===== src/rtl/pc_sequencer_pkg.sv =====
// Shared types and constants for the PC next-address sequencer.
package pc_sequencer_pkg;

  // Default PC width and sequential increment for this datapath
  localparam int AW  = 8;
  localparam int INC = 4;

  // Source chosen by the priority mux for the next PC value
  typedef enum logic [2:0] {
    SRC_HOLD,
    SRC_RET,
    SRC_JUMP,
    SRC_BRANCH,
    SRC_SEQ
  } pc_src_e;

  // Fetch control state
  typedef enum logic [0:0] {
    RUN,
    HALT
  } state_e;

endpackage


===== src/rtl/pc_sequencer_ras_stack.sv =====
// Return-address stack: circular LIFO that overwrites its oldest entry when
// pushed while full, with sticky overflow/underflow indications.
module ras_stack #(
  parameter int DW    = 8,
  parameter int DEPTH = 4
) (
  input  logic                       clk,
  input  logic                       reset,
  input  logic                       push,
  input  logic                       pop,
  input  logic [DW-1:0]              push_data,
  output logic [DW-1:0]              top,
  output logic [$clog2(DEPTH):0]     count,
  output logic                       full,
  output logic                       empty,
  output logic                       overflow,
  output logic                       underflow
);

  localparam int PW = $clog2(DEPTH);
  localparam int CW = PW + 1;
  localparam logic [PW-1:0] PTR_ONE   = PW'(1);
  localparam logic [CW-1:0] CNT_ONE   = CW'(1);
  localparam logic [CW-1:0] CNT_DEPTH = CW'(DEPTH);

  // ptr is the slot the next push writes; the top of stack sits just below it.
  // Because the pointer wraps, a push while full lands on the oldest entry.
  logic [PW-1:0] ptr;
  logic [PW-1:0] top_idx;
  logic [DW-1:0] mem [DEPTH];

  logic do_push;
  logic do_pop;

  assign top_idx = ptr - PTR_ONE;
  assign top     = mem[top_idx];
  assign full    = (count == CNT_DEPTH);
  assign empty   = (count == '0);

  // Pop takes precedence so a simultaneous request can never corrupt the stack
  assign do_pop  = pop && !empty;
  assign do_push = push && !pop;

  // Storage array: cleared on reset, written only on a push
  always_ff @(posedge clk or posedge reset) begin
    if (reset) begin
      for (int i = 0; i < DEPTH; i++) begin
        mem[i] <= '0;
      end
    end else if (do_push) begin
      mem[ptr] <= push_data;
    end
  end

  // Pointer and occupancy tracking; count saturates at DEPTH on overwrite
  always_ff @(posedge clk or posedge reset) begin
    if (reset) begin
      ptr   <= '0;
      count <= '0;
    end else if (do_push) begin
      ptr <= ptr + PTR_ONE;
      if (!full) begin
        count <= count + CNT_ONE;
      end
    end else if (do_pop) begin
      ptr   <= ptr - PTR_ONE;
      count <= count - CNT_ONE;
    end
  end

  // Sticky error flags, cleared only by reset
  always_ff @(posedge clk or posedge reset) begin
    if (reset) begin
      overflow  <= 1'b0;
      underflow <= 1'b0;
    end else begin
      if (do_push && full) begin
        overflow <= 1'b1;
      end
      if (pop && empty) begin
        underflow <= 1'b1;
      end
    end
  end

endmodule


===== src/rtl/pc_sequencer.sv =====
// Next-address controller for the program counter: priority mux over
// hold/return/jump/branch/sequential sources, RUN/HALT fetch control and
// a return-address stack fed by calls.
module pc_sequencer #(
  parameter int AW        = pc_sequencer_pkg::AW,
  parameter int INC       = pc_sequencer_pkg::INC,
  parameter int RAS_DEPTH = 4
) (
  input  logic                         clk,
  input  logic                         reset,
  input  logic [AW-1:0]                pc_cur,
  output logic [AW-1:0]                pc_next,
  input  logic                         stall,
  input  logic                         branch_taken,
  input  logic [AW-1:0]                branch_target,
  input  logic                         jump,
  input  logic                         call,
  input  logic [AW-1:0]                jump_target,
  input  logic                         ret,
  input  logic                         halt_req,
  input  logic                         resume,
  output logic                         halted,
  output logic [$clog2(RAS_DEPTH):0]   ras_count,
  output logic                         ras_overflow,
  output logic                         ras_underflow
);

  import pc_sequencer_pkg::*;

  localparam logic [AW-1:0] INC_V = AW'(INC);

  state_e        state;
  state_e        state_nx;
  pc_src_e       src;
  logic [AW-1:0] pc_inc;
  logic [AW-1:0] ras_top;
  logic          ras_empty;
  logic          ras_push;
  logic          ras_pop;

  // Wraps naturally at 2^AW, so 252 + 4 gives 0 for an 8-bit PC
  assign pc_inc = pc_cur + INC_V;

  // Fixed-priority source selection; halt (or a halt request) and stall freeze the PC
  always_comb begin
    src = SRC_SEQ;
    if (state == HALT || halt_req || stall) begin
      src = SRC_HOLD;
    end else if (ret) begin
      src = SRC_RET;
    end else if (call || jump) begin
      src = SRC_JUMP;
    end else if (branch_taken) begin
      src = SRC_BRANCH;
    end
  end

  // Next-PC mux; a return with an empty stack falls through to sequential
  always_comb begin
    pc_next = pc_inc;
    case (src)
      SRC_HOLD:   pc_next = pc_cur;
      SRC_RET:    pc_next = ras_empty ? pc_inc : ras_top;
      SRC_JUMP:   pc_next = jump_target;
      SRC_BRANCH: pc_next = branch_target;
      default:    pc_next = pc_inc;
    endcase
  end

  // Stack traffic only happens when the call/ret is the winning source
  assign ras_push = (src == SRC_JUMP) && call;
  assign ras_pop  = (src == SRC_RET);

  ras_stack #(
    .DW    (AW),
    .DEPTH (RAS_DEPTH)
  ) u_ras (
    .clk       (clk),
    .reset     (reset),
    .push      (ras_push),
    .pop       (ras_pop),
    .push_data (pc_inc),
    .top       (ras_top),
    .count     (ras_count),
    .full      (),
    .empty     (ras_empty),
    .overflow  (ras_overflow),
    .underflow (ras_underflow)
  );

  // RUN/HALT transitions; a stalled cycle defers the halt request
  always_comb begin
    state_nx = state;
    case (state)
      RUN:     if (halt_req && !stall) state_nx = HALT;
      HALT:    if (resume)             state_nx = RUN;
      default: state_nx = RUN;
    endcase
  end

  // Fetch-control state register
  always_ff @(posedge clk or posedge reset) begin
    if (reset) begin
      state <= RUN;
    end else begin
      state <= state_nx;
    end
  end

  assign halted = (state == HALT);

endmodule


===== config.mk =====
export PLATFORM = sky130hd
export DESIGN_NAME = pc_sequencer
export DESIGN_NICKNAME = d
export VERILOG_FILES = /design/src/rtl/pc_sequencer_pkg.sv /design/src/rtl/pc_sequencer_ras_stack.sv /design/src/rtl/pc_sequencer.sv
export SDC_FILE = /design/constraint.sdc
export NUM_CORES = 1
export LEC_CHECK = 0
export CAP_MARGIN = 25
export CELL_PAD_IN_SITES_DETAIL_PLACEMENT = 2
export CELL_PAD_IN_SITES_GLOBAL_PLACEMENT = 2
export CORE_MARGIN = 4
export CORE_UTILIZATION = 34
export DETAILED_ROUTE_END_ITERATION = 8
export PLACE_DENSITY_LB_ADDON = 0.1
export RECOVER_POWER = 25
export SYNTH_ARGS = -nofsm -noshare
export SYNTH_HDL_FRONTEND = slang
export SYNTH_SLANG_ARGS = --single-unit

===== constraint.sdc =====
create_clock -name clk -period 5.56 [get_ports clk]
set_clock_uncertainty 0.15 [all_clocks]
set_input_delay 0.834 -clock clk [delete_from_list [all_inputs] [get_ports clk]]
set_output_delay 0.834 -clock clk [all_outputs]
set_load 0.005 [all_outputs]

==> results of run 1 <==
-- worst max path at each step --
stage                                   startpoint         end  slack [ps]  cells past startpoint
after CTS                             branch_taken  pc_next[1]        1130                      6
final                                 branch_taken  pc_next[1]        1170                      6
after detailed placement              branch_taken  pc_next[1]        1140                      6
after floorplan           u_ras.ptr[0]$_DFFE_PP0P_  pc_next[2]        2360                      6
after global placement                branch_taken  pc_next[1]        1220                      6
after global routing                  branch_taken  pc_next[1]        1040                      6
-- layout make-up --
| cell class | count | area, um2 | share of cell area [%] |
|---|---|---|---|
| tap | 77 | 96.3 | 3.40 |
| clock inverter | 2 | 12.5 | 0.442 |
| clock buffer | 5 | 68.8 | 2.43 |
| inverter | 5 | 18.8 | 0.663 |
| multi-input combinational | 163 | 1150 | 40.8 |
| sequential | 40 | 1000 | 35.4 |
| timing repair buffer | 49 | 479 | 16.9 |
-- per-layer routing --
metal  vias up  GRT usage [%]
li1        888              -
met1       985           27.6
met5         -              0
met2        36           33.0
met3         9           3.50
met4         0           5.14
-- worst max-delay path, delay by kind of cell --
| family | cells | cell delay [ps] |
|---|---|---|
| buffers and inverters | 2 | 1170 |
| AOI/OAI and AO/OA | 2 | 1030 |
| and+or+nand+nor | 2 | 370 |
-- stage by stage --
stage	worst slack (ps)	hold slack, ps	util (%)
final	1170	333	44.6
after global routing	1040	369	44.6
after CTS	1130	338	44.7
after detailed placement	1140	319	43.4
after global placement	1220	308	43.4
after floorplan	2360	295	-
-- flip-flops by register name (all words and copies together), names as in the netlist --
register	count
halted	1
u_ras.count	3
u_ras.mem	32
u_ras.overflow	1
u_ras.ptr	2
u_ras.underflow	1
-- layout by cell type, fill, tap and decap left out, types with 5 or more instances in the layout --
cell type,instances
sky130_fd_sc_hd__clkbuf_8,5
sky130_fd_sc_hd__inv_1,5
sky130_fd_sc_hd__dfrtp_1,40
sky130_fd_sc_hd__o21ai_0,36
sky130_fd_sc_hd__nand3_1,9
sky130_fd_sc_hd__mux2_2,9
sky130_fd_sc_hd__o211ai_1,5
sky130_fd_sc_hd__ha_1,6
sky130_fd_sc_hd__a22oi_1,5
sky130_fd_sc_hd__mux4_2,8
sky130_fd_sc_hd__nand2_1,44
sky130_fd_sc_hd__clkdlybuf4s50_1,45
-- cell families after synthesis --
kind of cell / Yosys count
flip-flops: 40
adder cells (fa/ha/maj): 6
AND/OR/NAND/NOR: 65
AO/OA/AOI/OAI: 66
XOR/XNOR: 7
multiplexers: 19
buffers and inverters: 20
-- power groups by stage --
stage | sequential (mW) | combinational, mW | clock, mW
final | 0.482 | 0.442 | 0.192
after global routing | 0.496 | 0.493 | 0.214
after CTS | 0.481 | 0.450 | 0.200
after detailed placement | 0.485 | 0.448 | 0
after global placement | 0.478 | 0.431 | 0
after floorplan | 0.459 | 0.299 | 0
==> flow_results.org, run 1 <==
** Outcome
- Status :: finished, violations left
- Failing checks :: capacitance limit, slew limit

** Clocking
- The root buffer cell chosen for the clock tree is sky130_fd_sc_hd__clkbuf_8.
- TritonCTS built the clock tree.
- Buffers added to address setup during post-CTS repair amount to 0.
- Maximum root-to-sink buffer count :: 2
- Gates resized, CTS repair :: 0
- TritonCTS created 5 clock buffers.
- Clock sink count :: 40
- Depth of the CTS H-tree :: 2
- Clock slew at the register clock pins of the worst setup and hold paths :: 70 ps
- Clock latency on the worst-skew pair, taken at its later pin, is 290 ps.
- Hold Buf Count CTS :: 0

** Yosys
- The synthesized design devotes to its leading area cell type 44.8% of total area.
- Top-count cell post-synth :: sky130_fd_sc_hd__nand2_1
- Summing the areas of all fa, ha and maj instances in the mapped netlist gives 3.36% of the synthesized area.
- For this run, the register share of the synthesized area comes to 44.8%.
- Number of enable-type register cells in the synthesized netlist :: 0
- Commonest cells in the netlist :: 44 x sky130_fd_sc_hd__nand2_1, 40 x sky130_fd_sc_hd__dfrtp_1, 36 x sky130_fd_sc_hd__o21ai_0
- Post-Syn Area per Cell :: 10.0 um2
- After synthesis, the netlist uses 39 different library cells.
- By area, the combinational part of the netlist is dominated by compound AO/OA/AOI/OAI gates.
- Area share of xor/xnor cells in the synthesized design :: 2.74%
- Simple logic cell fraction of the synthesized area :: 13.4%
- The number of nets handed over by synthesis was 262.
- Dominant cell type by area after synthesis :: sky130_fd_sc_hd__dfrtp_1
- Synth Area in Compound Gates :: 18.6%
- Area of the mapped netlist :: 0.00223 mm2
- Yosys warnings :: 0
- In the synthesized netlist the async set-or-reset flop fraction comes to 100%.
- Register bit total from synthesis :: 40
- In the synthesized netlist, mux cells make up 13.5% of the area.
- For this run, the leading register cell type out of synthesis is sky130_fd_sc_hd__dfrtp_1.
- The cell count after synthesis came out at 223.
- Synth top area cells :: sky130_fd_sc_hd__dfrtp_1 45%, sky130_fd_sc_hd__o21ai_0 8.1%, sky130_fd_sc_hd__mux4_2 8.1%

** Worst setup path
- By instance count, the cell type seen most on the critical path is sky130_fd_sc_hd__clkdlybuf4s50_1.
- Cell chain of the critical path :: clkdlybuf4s50_1 -> nor4_1 -> o21ai_1 -> nand2_1 -> a221o_1 -> clkdlybuf4s50_1
- Worst-case register-to-register setup slack :: 2710 ps
- The worst register-to-register path begins at halted$_DFF_PP0_.
- Along the worst path, the maximum fanout reaches 9.
- STA classifies the critical path endpoint as an output port.
- Arrival time at the worst endpoint :: 3410 ps
- The worst setup path is launched from a primary input.
- Among all stages on the critical path, the largest delay is contributed by sky130_fd_sc_hd__clkdlybuf4s50_1.
- Worst Path Required :: 4580 ps
- In this run the critical register-to-register path is captured at u_ras.count[2]$_DFFE_PP0P_.
- For this run, the slowest stage of the critical path takes 720 ps.
- Length in cells of the worst reg-to-reg path :: 7
- The worst setup path is of the primary input to output port kind.

** Routing
- After detailed routing, the number of remaining DRC violations is 0.
- Detailed-route wire length on metal 1 :: 3.34 mm
- Total number of vias :: 1,918
- Top layer in use :: met4
- Routed length on met2 :: 3.65 mm
- Detailed routing placed a total of 278 um of wire on met3.
- After detailed routing, the average wire length per cell comes to 21.5 um.
- Total Routed Length :: 7.34 mm
- Number of DRC markers in iteration 0 :: 62
- Count of nets left with antenna violations after detail routing :: 0
- Before antenna repair, the detailed router went through 4 iterations.
- DR vias/cell :: 5.62

** STA
- Timing would allow up to 0.228 GHz.
- For the final routed database, the setup TNS stands at 0 ps.
- The smallest clock period supported by the final layout is computed as 4390 ps.
- Hold violation count in the final report :: 0
- Tightest Pin Transition :: 2290 ps
- In the finished design, the share of the clock period the worst path needs comes to 79.0%.
- The number of max-slew violations in the final report is 41.
- Setup violations remaining at the end of the flow were counted as 0.
- Headroom to the max-slew limit came out at -52.8%.
- Setup repair after global routing left no endpoint under its margin.

** Placement
- Count of buffers from port buffering :: 46
- Detailed placement finished with a half-perimeter wire length of 5.21 mm.
- The number of placed instances, taps included, is 334.
- The placed instances occupy a cell area of 0.00275 mm2.
- Last weighted congestion value of the routability-driven placer :: 0.759

** Layout
- The filler cells instantiated in the layout total 683.
- Total number of nets in the final design :: 303
- Non-filler cells, final :: 341
- Post-route standard cell area excluding fillers :: 0.00283 mm2
- Diodes inserted :: 0
- Compared with the post-synthesis result, the final layout area differs by 26.7%.
- Of the cells placed in the final design, the portion with a size suffix greater than 1 is 11.0%.

** Floorplanning
- Die X-Extent :: 89.1 um
- Core Footprint :: 0.00635 mm2
- The die covers 0.00793 mm2.
- Die Height :: 89.1 um
- In this run the count of I/O pins placed on the die edge is 47.
- The floorplan has 29 rows.
- Initial cell density of the core :: 35.2%

** Power
- Sw Ratio :: 35.1%
- Combinational logic is responsible for 39.6% of the overall power.
- Power per unit of standard cell area :: 394 mW/mm2
- Net switching power :: 0.392 mW
- Fraction of power consumed by sequential logic :: 43.2%
- The clock network burns 17.2% of the power.
- Worst IR Drop VDD :: 0.166 mV
- Cell-internal power :: 0.724 mW
- Leakage power :: 1.19 nW
- The design draws 1.12 mW.

** Min path
- Counting instances, the worst hold path has a depth of 2.
- The path with the worst hold slack has its endpoint at u_ras.mem[14]$_DFFE_PP0P_.
- Worst Hold Class :: register to register
- In this run the most critical hold path is launched from u_ras.mem[14]$_DFFE_PP0P_.

** Global route
- Number of antenna violations at the first check in global routing :: 0
- The first global-routing pass estimated 11.8 mm of wire.
- Entering global routing, the biggest net connects 41 pins.
- The total overflow left after global routing is 0.
- The number of global-route vias before repair came to 2,102.
- Global Route Usage Sum :: 20.1%

** Flow run
- The tool flagged a number of max-cap violations equal to 1.
No activity file was read; power rests on OpenSTA's default activity.
==> run 2: changes to the inputs <==
--- a/config.mk
+++ b/config.mk
@@ -9,7 +9,7 @@
 export CELL_PAD_IN_SITES_DETAIL_PLACEMENT = 2
 export CELL_PAD_IN_SITES_GLOBAL_PLACEMENT = 2
 export CORE_MARGIN = 4
-export CORE_UTILIZATION = 34
+export CORE_UTILIZATION = 32
 export DETAILED_ROUTE_END_ITERATION = 8
 export PLACE_DENSITY_LB_ADDON = 0.1
 export RECOVER_POWER = 25
==> constraint.sdc (replaced) <==
create_clock -name clk -period 4.04 [get_ports clk]
set_clock_uncertainty 0.15 [all_clocks]
set_input_delay 0.606 -clock clk [delete_from_list [all_inputs] [get_ports clk]]
set_output_delay 0.606 -clock clk [all_outputs]
set_load 0.005 [all_outputs]
==> run 2 against run 1 <==
The run now ends clean; wire length down 5.2%; total power rose by 36%; hold slack lost 16 ps; first-iteration DRC count fell by 6.5%; setup slack got worse by 840 ps; highest routed layer unchanged.
==> flow_results.org, run 2 (synthesized netlist as in run 1, its figures left out) <==
** Clocking
- The post-CTS setup buffer count was 0 (unchanged).
- The total of hold buffers inserted after clock tree synthesis is 0 (unchanged).
- The latest clock arrival within the worst-skew pair is 300 ps (was 290 ps).
- The number of CTS-inserted buffers came to 5 (unchanged).
- The maximum clock insertion buffer count was 2 (unchanged).
- The H-tree depth was 2 (unchanged).
- Clock slew at the register clock pins of the worst setup and hold paths :: 80 ps (was 70 ps)
- Gates resized, CTS repair :: 0 (unchanged)
- The root buffer cell is sky130_fd_sc_hd__clkbuf_8 (unchanged).
- Clock sink count :: 40 (unchanged)
- The TritonCTS clock tree is yes (unchanged).

** Floorplanning
- The height of the die was 91.6 um (was 89.1 um).
- The number of ports placed on the die boundary is 47 (unchanged).
- DIE AREA :: 0.00838 mm2 (was 0.00793 mm2)
- The initial cell density of the core was 32.9% (was 35.2%).
- Number of core rows :: 30 (was 29)
- The area of the core came to 0.00679 mm2 (was 0.00635 mm2).
- Die X-Extent :: 91.6 um (was 89.1 um)

** Routing
- DR vias/cell :: 5.21 (was 5.62)
- Detailed-router iteration count before antenna repair :: 4 (unchanged)
- Count of nets left with antenna violations after detail routing :: 0 (unchanged)
- The final routed wire length divided by cell count is 19.1 um (was 21.5 um).
- The wire length on met3 came to 257 um (was 278 um).
- The detailed-routed wire length on met2 was 3.37 mm (was 3.65 mm).
- The sum of routed wire length over all layers came to 6.95 mm (was 7.34 mm).
- Top layer in use :: met4 (unchanged)
- The total DRC errors in the routed layout is 0 (unchanged).
- The detailed-route wire length on metal 1 came to 3.26 mm (was 3.34 mm).
- Total number of vias :: 1,898 (was 1,918)
- The number of violations reported at the end of detailed-routing iteration 0 came to 58 (was 62).

** Worst setup path
- The required time reported for the critical path endpoint was 3280 ps (was 4580 ps).
- The endpoint arrival time on the critical path was 2960 ps (was 3410 ps).
- Critical path start-end classification :: register to output port (was primary input to output port)
- Critical-path maximum fanout :: 10 (was 9)
- The type of element capturing the critical path is an output port (unchanged).
- The nature of the critical path startpoint is a register (was primary input).

** Placement
- The placement-stage cell area is 0.00281 mm2 (was 0.00275 mm2).
- # placed instances :: 357 (was 334)
- The number of I/O port buffers came to 46 (unchanged).
- Last weighted congestion value of the routability-driven placer :: 0.756 (was 0.759)
- The half-perimeter wire length after placement came to 5.30 mm (was 5.21 mm).
- Post-Place Setup Slack :: 550 ps (was 1140 ps)

** Layout
- The largest register by flop count is u_ras.mem (unchanged).
- The fraction of layout cells with a size suffix above 1 is 11.9% (was 11.0%).
- Diodes inserted :: 0 (unchanged)
- Registers with the highest flip-flop counts :: u_ras.mem: 32 flops, u_ras.count: 3 flops, u_ras.ptr: 2 flops (unchanged)
- The post-route standard cell area excluding fillers came to 0.00288 mm2 (was 0.00283 mm2).
- Layout overhead on the synthesized area :: 28.9% (was 26.7%)
- The final core area utilization was 42.4% (was 44.6%).
- Flip-flop count of the largest register, all copies and words added :: 32 (unchanged)
- Leading cell types in the layout, fill and taps excluded :: 44 x sky130_fd_sc_hd__nand2_1, 44 x sky130_fd_sc_hd__clkdlybuf4s50_1, 40 x sky130_fd_sc_hd__dfrtp_1 (was 45 x sky130_fd_sc_hd__clkdlybuf4s50_1, 44 x sky130_fd_sc_hd__nand2_1, 40 x sky130_fd_sc_hd__dfrtp_1)
- Filler cell count in the final layout :: 754 (was 683)
- Total number of nets in the final design :: 307 (was 303)
- The number of cells in the finished layout apart from fillers came to 364 (was 341).

** Outcome
- Status :: finished clean (was finished, violations left)

** STA
- Hold violation count in the final report :: 0 (unchanged)
- Setup violation total in the final timing report :: 0 (unchanged)
- Setup repair after global routing missed its margin: false (unchanged).
- The number of max-slew violations in the final report is 0 (was 41).
- The final critical path takes up 92.0% of the cycle.
- After layout, the minimum clock period comes to 3720 ps.
- Hold WS :: 318 ps (was 333 ps)
- The headroom to the max-slew limit is 14.7% (was -52.8%).
- The slew at the pin with the worst max-slew slack came to 1280 ps (was 2290 ps).
- The final setup TNS came to 0 ps (unchanged).
- The setup slack of the critical path after layout came to 325 ps (was 1170 ps).
- Based on the critical path, the design can be clocked at up to 0.269 GHz.

** Global route
- The total global routing track utilization was 17.7% (was 20.1%).
- The number of global-route vias before repair came to 2,066 (was 2,102).
- The pin count of the biggest net entering global routing came to 22 (was 41).
- The total overflow reported by the global router was 0 (unchanged).
- Wire length of the first global-routing pass :: 11.5 mm (was 11.8 mm)
- The number of antenna violations at the first check in global routing was 0 (unchanged).

** Power
- Clock network fraction of design power :: 17.2% (about the same)
- Fraction of power consumed by sequential logic :: 43.2% (about the same)
- Worst IR Drop VDD :: 0.202 mV (was 0.166 mV)
- Power per unit of standard cell area :: 526 mW/mm2 (was 394 mW/mm2)
- The net switching power is 0.518 mW (was 0.392 mW).
- The power consumption came to 1.52 mW (was 1.12 mW).
- Leakage power :: 1.20 nW (was 1.19 nW)
- The switching part of the total was 34.2% (was 35.1%).
- Cell-internal power :: 0.998 mW (was 0.724 mW)
- Share of total power in combinational logic :: 39.5% (was 39.6%)

** Min path
- The classification of the worst-slack hold path is register to register (unchanged).

** Flow run
- Number of maximum-capacitance violations :: 0 (was 1)
[run 2: power groups by stage]
stage / Sequential (mW) / Combinational [mW] / Clock (mW)
after global placement: 0.660 / 0.591 / 0
final: 0.655 / 0.599 / 0.261
after detailed placement: 0.664 / 0.611 / 0
after CTS: 0.656 / 0.612 / 0.274
after floorplan: 0.632 / 0.412 / 0
after global routing: 0.679 / 0.669 / 0.292
[run 2: final timing paths]
kind	slack [ps]	start	cells after the start	to
max in group asynchronous	1380	reset	3	u_ras.ptr[0]$_DFFE_PP0P_
min in group asynchronous	740	reset	2	u_ras.mem[23]$_DFFE_PP0P_
setup reg to reg	1630	halted$_DFF_PP0_	8	u_ras.count[2]$_DFFE_PP0P_
hold / removal	320	u_ras.underflow$_DFFE_PP0P_	1	u_ras.underflow$_DFFE_PP0P_
hold reg to reg	320	u_ras.underflow$_DFFE_PP0P_	1	u_ras.underflow$_DFFE_PP0P_
setup / recovery	320	u_ras.ptr[1]$_DFFE_PP0P_	5	pc_next[2]
[run 2: critical path, cell delays in order, from the launching register on]
cell                              delay, ps
sky130_fd_sc_hd__dfrtp_1                440
sky130_fd_sc_hd__inv_1                  100
sky130_fd_sc_hd__ha_1                   700
sky130_fd_sc_hd__mux4_2                 590
sky130_fd_sc_hd__a221o_1                380
sky130_fd_sc_hd__clkdlybuf4s50_1        450
[run 2: cell type report]
class                   count  area, um2  share of cell area (%)
well taps                  96        120                    4.17
inverters                   5       18.8                   0.651
clock inverters             2       12.5                   0.434
clock buffers               5       68.8                    2.39
repair buffers             53        505                    17.5
multi-input cells         163       1150                    40.1
flip-flops and latches     40       1000                    34.7
[run 2: metal layers]
metal | track usage, % | vias up
met5 | 0 | -
met4 | 4.52 | 0
met3 | 3.40 | 6
met2 | 29.1 | 39
met1 | 23.8 | 956
li1 | - | 897
==> patch (config.mk and constraints of run 2) <==
Register the output `ras_underflow`, without a reset; this adds one clock of latency there. The other outputs are not delayed to match.
--- a/src/rtl/pc_sequencer.sv
+++ b/src/rtl/pc_sequencer.sv
@@ -28,6 +28,8 @@
   import pc_sequencer_pkg::*;
 
   localparam logic [AW-1:0] INC_V = AW'(INC);
+
+  logic ras_underflow_d;
 
   state_e        state;
   state_e        state_nx;
@@ -85,7 +87,7 @@
     .full      (),
     .empty     (ras_empty),
     .overflow  (ras_overflow),
-    .underflow (ras_underflow)
+    .underflow (ras_underflow_d)
   );
 
   // RUN/HALT transitions; a stalled cycle defers the halt request
@@ -109,5 +111,9 @@
 
   assign halted = (state == HALT);
 
+  always_ff @(posedge clk) begin
+    ras_underflow <= ras_underflow_d;
+  end
+
 endmodule
 
Formal check against the unedited RTL: not equivalent (a bounded check fails within 4 cycles, from zero or initial values and one cycle with reset high).
==> patch against run 2 <==
  * The run now ends with max-capacitance violations, max-slew violations left
  * Setup slack worse by 0.058 ns
  * Power up 7.1%
  * Cell area up 2.5%
  * Clock power up 31%
  * First-iteration DRC count down 16%
  * Routed wire length up 1.2%
  * Area after synthesis up 0.90%
  * Count of clock-buffer cells in the layout unchanged
  * Non-clock buffer count up 2
  * Sequential cell count up 1
==> patch: results (changes against run 2) <==
The largest net degree at the start of global routing came out at 41 (+86%). The clock network power consumption was 341 uW (+31%). The cell type of the slowest stage on the worst timing path is sky130_fd_sc_hd__o21ai_1. The routed length per instance came out at 19.1 um (about the same). The worst-case setup slack after placement came out at 0.321 ns (-0.229 ns). The sum of met2 wire segment lengths after detailed routing came out at 3.29 mm (-2.5%). The worst hold path cell count is 0 (-1). The post-route met1 wirelength came out at 3.41 mm (+4.7%).

The via count of the first global-routing pass was 2081 (+0.73%). The worst reg-to-reg setup slack came to 1.60 ns (-0.03 ns). After synthesis, the cell types taking the most area are sky130_fd_sc_hd__dfrtp_1 (44%), sky130_fd_sc_hd__o21ai_0 (8.0%), sky130_fd_sc_hd__mux4_2 (8.0%), sky130_fd_sc_hd__nand2_1 (7.3%), sky130_fd_sc_hd__mux2_2 (4.5%). The share of synthesized area spent on multiplexers is 0.134 (-0.00120).

The met1 usage in global routing is 0.242 (+0.00368). The slew at the pin with the worst max-slew slack is 2.24 ns (+0.963 ns). The xor and xnor fraction of the mapped netlist area is 0.0272 (-0.000244). The met3 routed wirelength was 276 um (+7.4%). The maximum fanout count along the critical path is 8 (-2). The kind of cell adding the most delay to the critical path is buffers and inverters. The met3 layer usage reported by global route came out at 0.0361 (+0.00213).

The checks that failed: max-capacitance violations, max-slew violations. The data arrival time at the worst-slack endpoint is 3.02 ns (+0.06 ns). The number of DRC markers after the initial detailed-route iteration is 49 (-16%). The share of async-settable or async-resettable flops after synthesis came to 0.976 (-0.0244).

The final net count is 310 (+0.98%). The worst hold margin came out at 0.237 ns (-0.0804 ns). The deepest clock path buffer count came out at 2 (unchanged). The fraction of met2 tracks used by global routing came out at 0.277 (-0.0136).

The stage delay of the slowest cell on the critical path came to 0.65 ns (-0.05 ns). The share of the synthesized area in compound gates (AO/OA/AOI/OAI) is 0.185 (-0.00166). The total routing usage reported by global routing is 0.174 (-0.00327). The number of unique standard cell types used by synthesis came out at 40 (+2.6%). The endpoint of the worst hold path is ras_underflow$_DFF_P_. The leakage power figure is 1.24 nW (+3.1%).

The run finished, with violations left. The share of layout cells above drive strength 1 is 0.132 (+0.0129). The share of synthesized area occupied by flip-flops and latches came out at 0.453 (+0.00490). The global placer's final weighted congestion is 0.805 (+6.4%). The final-report max-slew violation count came out at 41 (+41). The post-placement cell area came out at 0.00284 mm^2 (+1.2%). The areal power density over the cells is 550 mW/mm^2 (+4.5%).

The post-placement cell count was 360 (+0.84%). The maximum resistive drop on vdd came out at 0.293 mV (+45%). The length of the first detailed-routing pass in iterations is 4 (unchanged).

The non-filler instance count after layout came out at 368 (+1.1%). The wire length of the first global-routing pass came to 11.4 mm (-0.72%). The vias per cell was 5.26 (+0.79%). The max-cap violation count came out at 1 (+1). The fraction of the mapped netlist area in adder cells is 0.0333 (-0.000298).
-- patch: cell count changes after synthesis, sizes merged --
cell	change
dfxtp	+1
-- patch: how the worst max path moves through the flow --
stage | cells past startpoint | slack (ns) | startpoint | end
floorplan | 6 | 1.07 | u_ras.ptr[0]$_DFFE_PP0P_ | pc_next[2]
global placement | 6 | 0.29 | jump | pc_next[1]
detailed placement | 6 | 0.32 | jump | pc_next[1]
CTS | 6 | 0.29 | jump | pc_next[1]
global route | 6 | 0.13 | jump | pc_next[1]
finish | 6 | 0.27 | jump | pc_next[1]
-- patch: cell type report --
class / instances / area [um^2] / share of cell area
multi-input cells: 163 / 1150 / 0.391
clock inverters: 3 / 46.3 / 0.0157
flip-flops and latches: 41 / 1020 / 0.346
well taps: 96 / 120 / 0.0407
inverters: 5 / 18.8 / 0.00635
repair buffers: 55 / 524 / 0.177
clock buffers: 5 / 68.8 / 0.0233
